`config.mk`:
```
export PLATFORM = sky130hd
export DESIGN_NAME = verifier_field_unit_arbiter
export DESIGN_NICKNAME = d
export VERILOG_FILES = /design/src/rtl/verifier_field_unit_arbiter.sv
export SDC_FILE = /design/constraint.sdc
export NUM_CORES = 1
export LEC_CHECK = 0
export BUFFER_PORTS_ARGS = -buffer_cell sky130_fd_sc_hd__buf_2
export CAP_MARGIN = 30
export CORE_AREA = 2 2 378 380
export DETAILED_ROUTE_END_ITERATION = 10
export DIE_AREA = 0 0 380 382
export PLACE_DENSITY = 0.3
export REMOVE_ABC_BUFFERS = 1
export SLEW_MARGIN = 20
export SYNTH_ARGS = -nofsm -noshare
export SYNTH_HDL_FRONTEND = slang
export SYNTH_SLANG_ARGS = --single-unit
```
`constraint.sdc`:
```
create_clock -name clk -period 2.1 [get_ports clk]
set_input_delay 0.315 -clock clk [delete_from_list [all_inputs] [get_ports clk]]
set_output_delay 0.315 -clock clk [all_outputs]
set_load 0.1 [all_outputs]
```
`src/rtl/verifier_field_unit_arbiter.sv`:
```
// Round-robin arbiter that lets nReq requesters share one external field-arithmetic unit.
// Operations are issued and results returned with the rising-edge en / ready handshake.
module verifier_field_unit_arbiter #(
  parameter int nReq    = 4,
  parameter int F_NBITS = 64
) (
  input  logic               clk,
  input  logic               rstb,
  input  logic [nReq-1:0]    req_en,
  input  logic [F_NBITS-1:0] req_in [nReq-1:0][1:0],
  output logic [F_NBITS-1:0] req_out [nReq-1:0],
  output logic [nReq-1:0]    req_ready,
  output logic               unit_en,
  output logic [F_NBITS-1:0] unit_in [1:0],
  input  logic [F_NBITS-1:0] unit_out,
  input  logic               unit_ready,
  output logic               busy,
  output logic [1:0]         state_dbg
);

  // Handshake: a 0->1 edge on an en starts one operation; the partner's ready
  // is low from that cycle until the result is valid. Operands stay stable
  // from the en rise until ready rises again, and the partner's ready is
  // meaningful only while it is not starting an operation.

  localparam int IW = (nReq > 1) ? $clog2(nReq) : 1;

  if (nReq < 2) begin : g_nreq_must_be_at_least_2
    $error("verifier_field_unit_arbiter: nReq must be >= 2");
  end

  typedef enum logic [1:0] {
    ST_IDLE  = 2'd0,
    ST_ISSUE = 2'd1,
    ST_WAIT  = 2'd2
  } state_t;

  state_t          state;
  logic [nReq-1:0] req_en_dly;
  logic [nReq-1:0] pending;
  logic [nReq-1:0] start;
  logic [nReq-1:0] grant_mask;
  logic [nReq-1:0] next_pending;
  logic [IW-1:0]   rr_ptr;
  logic [IW-1:0]   grant_reg;
  logic            capture;
  logic            idle_found;
  logic [IW-1:0]   idle_idx;
  logic            wait_found;
  logic [IW-1:0]   wait_idx;

  // First set bit of mask scanning ptr+1, ptr+2, ... modulo nReq; MSB is "found".
  function automatic logic [IW:0] pick(input logic [nReq-1:0] mask,
                                       input logic [IW-1:0]   ptr);
    logic          found;
    logic [IW-1:0] idx;
    logic [IW-1:0] cand;
    found = 1'b0;
    idx   = '0;
    for (int off = 1; off <= nReq; off++) begin
      cand = IW'((int'(ptr) + off) % nReq);
      if (!found && mask[cand]) begin
        found = 1'b1;
        idx   = cand;
      end
    end
    return {found, idx};
  endfunction

  assign start      = req_en & ~req_en_dly;
  assign req_ready  = ~pending & ~start;
  assign grant_mask = {{(nReq-1){1'b0}}, 1'b1} << grant_reg;
  assign capture    = (state == ST_WAIT) && unit_ready;

  // A start on an already-pending requester is absorbed by the OR; the
  // completing requester is cleared even if it pulses en during capture.
  assign next_pending = (pending | start) & ~(capture ? grant_mask : '0);

  assign {idle_found, idle_idx} = pick(pending, rr_ptr);
  assign {wait_found, wait_idx} = pick(pending & ~grant_mask, rr_ptr);

  assign unit_in[0] = req_in[grant_reg][0];
  assign unit_in[1] = req_in[grant_reg][1];
  assign state_dbg  = state;

  always_ff @(posedge clk or negedge rstb) begin
    if (!rstb) begin
      req_en_dly <= '1;
      pending    <= '0;
      for (int i = 0; i < nReq; i++) req_out[i] <= '0;
      rr_ptr     <= IW'(nReq - 1);
      grant_reg  <= '0;
      state      <= ST_IDLE;
      unit_en    <= 1'b0;
      busy       <= 1'b0;
    end else begin
      req_en_dly <= req_en;
      pending    <= next_pending;
      unit_en    <= 1'b0;
      case (state)
        ST_IDLE: begin
          if (idle_found) begin
            grant_reg <= idle_idx;
            rr_ptr    <= idle_idx;
            state     <= ST_ISSUE;
            unit_en   <= 1'b1;
            busy      <= 1'b1;
          end
        end
        ST_ISSUE: begin
          // The unit drops ready combinationally here, so it is not sampled.
          state <= ST_WAIT;
        end
        ST_WAIT: begin
          if (unit_ready) begin
            req_out[grant_reg] <= unit_out;
            if (wait_found) begin
              grant_reg <= wait_idx;
              rr_ptr    <= wait_idx;
              state     <= ST_ISSUE;
              unit_en   <= 1'b1;
            end else begin
              state <= ST_IDLE;
              busy  <= 1'b0;
            end
          end
        end
        default: begin
          state <= ST_IDLE;
          busy  <= 1'b0;
        end
      endcase
    end
  end

endmodule

```
# Word-level counts from Yosys, hierarchy flattened
# Index checks and enable logic that the tools add are counted.
# totals
elab_cells	113
in_bits	583
output_inout_bits	392
regBits	272
# op_classes
n_eq_ne	6
addsub	4
n_shift	1
n_bitwise	11
reduce_logical	20
mux	54
magnitude_cmp	6
# ops
cell	count
$bmux W128 S2	1
$bwmux W256	1
$demux W64 S2	1
$mux W128	1
$mux W64	1
$mux W2	13
$mux W1	23
$not A4 Y4	5
$and A4 B4 Y4	4
$bmux W1 S2	8
$lt A2 B3 Y1 const B	5
$logic_and A1 B1 Y1	8
$ne A2 B2 Y1 const B	4
$reduce_and A4 Y1	2
$logic_not A1 Y1	6
$pmux W2 S3	1
$add A2 B1 Y2 const B	2
$add A2 B2 Y2 const B	2
$mux W4	1
$or A4 B4 Y4	1
$pmux W2 S2	1
$reduce_and A2 Y1	2
$shl A1 B2 Y4 const A	1
$pmux W1 S3	1
7 further kinds	7

# Logic depth before layout (Yosys ltp)
# depth
depth_word	18
ltp_mapped	7
ltp_nobuf	5

# Least setup slack after synthesis
# Ideal clock, no wire load.
# synth_timing
kind	flip-flop to flip-flop
from	reg state[1], in the netlist state_dbg[1]
to	reg req_out[14] (netlist bit)
setup_ns	0.125
arrival_time_ns	2.282
path_slack_ns	-0.308
synth_period_minus_slack_ns	2.408
n_path_buf	2
required_ns	1.975
stages_incl_launch_ff	7
path_cell_list	dfrtp_1 > nor2b_4 > nand2_1 > or3_1 > buf_6 > buf_6 > mux2_4
# synth_between
elab_chain_len	2
# synth_rtl
element	line_no	source
start, declared	38	state_t state;
start signal, assigned	93	state <= ST_IDLE;
start signal, assigned	105	state <= ST_ISSUE;
start signal, assigned	112	state <= ST_WAIT;
$eq A2 B2 Y1	100	case (state)
$reduce_and A2 Y1 (no source line)	n/a	
end signal, assigned by index	116	req_out[grant_reg] <= unit_out;
end, declared	11	output logic [F_NBITS-1:0] req_out [nReq-1:0],
# Every way passes these cells.
# A chain may end at the register's enable or synchronous reset.

==> impl_summary.txt <==
----------------------------------------------------
[Clock tree]
  TritonCTS clock tree ... done
  Inserted Clock Buffers ... 36
  Clock edge transition at the registers on the reported setup and hold paths ... 0.06 ns
  Source-to-sink clock delay at the later pin of the worst-skew pair ... 0.55 ns
  H-Tree Level Count ... 2
  Buffer levels on the longest clock path ... 3
  Clock sink total ... 272
  Buffer cell driving the clock tree root ... sky130_fd_sc_hd__clkbuf_16

[Setup path]
  Crit. Startpoint ... grant_reg[0]$_DFFE_PN0P_
  Kind of start point of the critical path ... register
  Required time worst endpoint ... approximately 1.8 ns
  Launch instance of the worst register-to-register path ... grant_reg[0]$_DFFE_PN0P_
  CP max FO ... 8
  Crit path kind ... reg -> out
  Data arrival at the endpoint of the critical path ... 2.23 ns
  Type of destination of the critical path ... primary output

[Floorplan]
  Die height ... about 380 microns
  Die area ... 0.1452 sq mm
  Core outline area ... 0.1409 sq mm
  FP Rows ... 138
  Initial Util ... 9.717%
  Die span in x ... 380 microns
  Top Ports ... 975

[Cells and area]
  Filler cell count ... between 15000 and 20000
  Max reg flops ... approximately 260
  Final net count ... ~2500
  Registers with the most flip-flops ... req_out x256, pending x4, req_en_dly x4
  Fraction of layout cells with a size suffix above 1 ... around four fifths
  Top register by number of flip-flops ... req_out
  Area growth syn-to-layout ... 82.09%

[Route]
  Avg WL per Cell ... 25.39 microns
  Number of iterations in the first detailed-routing pass ... 4
  Count of vias placed by the detailed router ... 12810
  Number of routed nets with antenna violations ... 0
  DRT Wirelength ... slightly below 100 mm
  Vias/cell ... 3.361
  Number of violations reported at the end of detailed-routing iteration 0 ... approximately 670
  Drc violations ... 0

[Logic synthesis]
  Top flip-flop cell by instance count after synthesis ... sky130_fd_sc_hd__dfrtp_1
  Most common cell in the netlist ... sky130_fd_sc_hd__dfrtp_1
  Cell types with the largest area share after synthesis ... sky130_fd_sc_hd__dfrtp_1 49%, sky130_fd_sc_hd__mux4_2 21%, sky130_fd_sc_hd__mux2_2 17%
  Synthesized area divided by synthesized cell count ... 16.94 sq um
  Post-Syn Area ... 0.01369 sq mm
  Share of cell area taken by muxes after synthesis ... 43.61%
  Synth cell count leaders ... 266 x sky130_fd_sc_hd__dfrtp_1, 208 x sky130_fd_sc_hd__mux2_2, 128 x sky130_fd_sc_hd__mux4_2
  Area share of the largest cell type after synthesis ... roughly 50%
  Largest family of logic cells by synthesized area ... multiplexers
  FF+latch count, synth ... approximately 270
  Number of instances in the synthesized netlist ... 808
  EDFF count, synth ... 0
  Count of different cell masters after synthesis ... 46
  Syn. warnings ... 0
  Post-Synth XOR/XNOR Area ... 0.06397%
  Share of synthesized flip-flops with an asynchronous set or reset ... 100.0%
  Post-synthesis share of cell area spent on full adders, half adders and majority gates ... 0%
  Post-synthesis sequential area ratio ... approximately half
  Synthesized-area fraction occupied by ao, oa, aoi and oai cells ... 1.901%
  Largest area contributor in the synthesized netlist ... sky130_fd_sc_hd__dfrtp_1
  Synth Area in Simple Gates ... approximately 1.7%

[Timing]
  Unrepaired setup endpoints after global routing ... yes
  Minimum clock period ... about 2.5 ns
  Slew margin rel. ... roughly three fifths
  Hold Slack ... 0.05751 ns
  Pin slew with the least headroom to its limit ... 0.6246 ns
  Fraction of the cycle the final worst path needs ... 121.1%
  Number of failing hold endpoints at the final stage ... 0
  Setup Skew ... 0.02140 ns
  Worst Slack Setup Final ... -0.4436 ns
  Maximum frequency from static timing analysis ... about 0.4 GHz
  Max Transition Viols Final ... 0
  Setup-failing EPs final ... approximately 130

[Global routing]
  Overall global routing resource usage ... 12.80%
  Initial antenna violation count ... roughly 80
  Global-route wire length before repair ... ~130 mm
  Overall overflow remaining after global route ... 0
  Pin count of the biggest net entering global routing ... 61
  Vias in the first global route ... 13900

[Worst hold path]
  Start point of the worst hold path ... unit_out[53]
  Type of the most critical hold path ... in -> reg

[Flow run]
  Number of max-cap violations ... 0

[Placement]
  Input/output buffers ... about 970
  DP HPWL ... around 82 mm
  Final RePlAce weighted congestion ... 1.065
  Placement Setup Slack ... between 0.05 and 0.06 ns

[Run status]
  Violated checks ... setup timing
  Run status ... finished, violations left

----------------------------------------------------
==> critical path, cell delays in order (launching register included) <==
cell,delay (ns)
sky130_fd_sc_hd__dfrtp_4,0.47
sky130_fd_sc_hd__buf_12,0.17
sky130_fd_sc_hd__buf_12,0.15
sky130_fd_sc_hd__mux4_2,0.61
sky130_fd_sc_hd__buf_12,0.22
==> kinds of logic (layout without fill, tap and decap cells) <==
group                  after synthesis  count (layout)
buffers and inverters               75            1165
flip-flops                         272             272
AND/OR/NAND/NOR                     39              39
XOR/XNOR                             1               1
other                                0              23
AO/OA/AOI/OAI                       35              35
multiplexers                       386             386
==> final timing paths <==
check / to / slack [ns] / cells after the start
worst max register to register: grant_reg[1]$_DFFE_PN0P_ / 0.07 / 6
min in group asynchronous: req_out[110]$_DFFE_PN0P_ / 0.34 / 2
max in group asynchronous: req_out[158]$_DFFE_PN0P_ / 1.01 / 3
worst max-delay path: unit_in[88] / -0.44 / 4
worst min-delay path: req_out[53]$_DFFE_PN0P_ / 0.06 / 2
worst min register to register: req_out[176]$_DFFE_PN0P_ / 0.50 / 1
==> per-stage QoR <==
stage	utilization (%)	instances	area, sq um	TNS [ns]
CTS	17.58	3786	24770	-57.93
finish	17.69	3811	24930	-46.32
global route	17.66	3795	24890	-58.24
floorplan	-	744	13330	-2456.56
detailed placement	16.05	3683	22610	0
global placement	16.05	3683	22610	0
==> cells in the final DEF (no fill, tap or decap), types with 5 or more instances in the layout <==
cell	n
sky130_fd_sc_hd__buf_2	841
sky130_fd_sc_hd__dfrtp_1	264
sky130_fd_sc_hd__mux2_2	208
sky130_fd_sc_hd__mux4_2	128
sky130_fd_sc_hd__buf_12	115
sky130_fd_sc_hd__buf_6	53
sky130_fd_sc_hd__mux2_4	49
sky130_fd_sc_hd__buf_4	45
sky130_fd_sc_hd__clkbuf_16	40
sky130_fd_sc_hd__dlygate4sd3_1	24
sky130_fd_sc_hd__diode_2	23
sky130_fd_sc_hd__inv_1	11
sky130_fd_sc_hd__clkbuf_1	9
sky130_fd_sc_hd__buf_8	9
sky130_fd_sc_hd__clkbuf_8	7
sky130_fd_sc_hd__nor2_1	6
sky130_fd_sc_hd__dfstp_2	6
sky130_fd_sc_hd__nand2_1	5
sky130_fd_sc_hd__nand2b_1	5
==> routing by layer <==
metal | track usage [%] | wire [microns] | up-vias | share of wire [%]
met1 | 13.65 | 34080 | 6500 | 35
met4 | 4.483 | 3693 | 38 | 3.8
met3 | 5.280 | 9821 | 184 | 10
li1 | - | - | 5318 | -
met2 | 22.65 | 48960 | 769 | 51
met5 | 0 | 216 | - | 0.22
==> area by class of cell <==
class                      instances  area, sq um  share of cell area (%)
timing repair buffer            1090         7899                   31.69
sequential                       272         6822                   27.36
multi-input combinational        461         6518                   26.14
tap                             1890         2365                   9.486
clock buffer                      54         1081                   4.336
clock inverter                    10        146.4                  0.5872
antenna                           23        57.56                  0.2309
inverter                          11        41.29                  0.1656
==> what timing repair did <==
item                                   in CTS  in global routing
buffers inserted                           13                  1
setup endpoints to repair                 131                160
endpoints found under the hold margin      91                  0
hold buffers                               24                  0
gates cloned                                2                  2
gates resized for setup                   149                 16
Power is not shown: default switching activity piles up to over one toggle a cycle in this logic, so the estimate is an artifact.
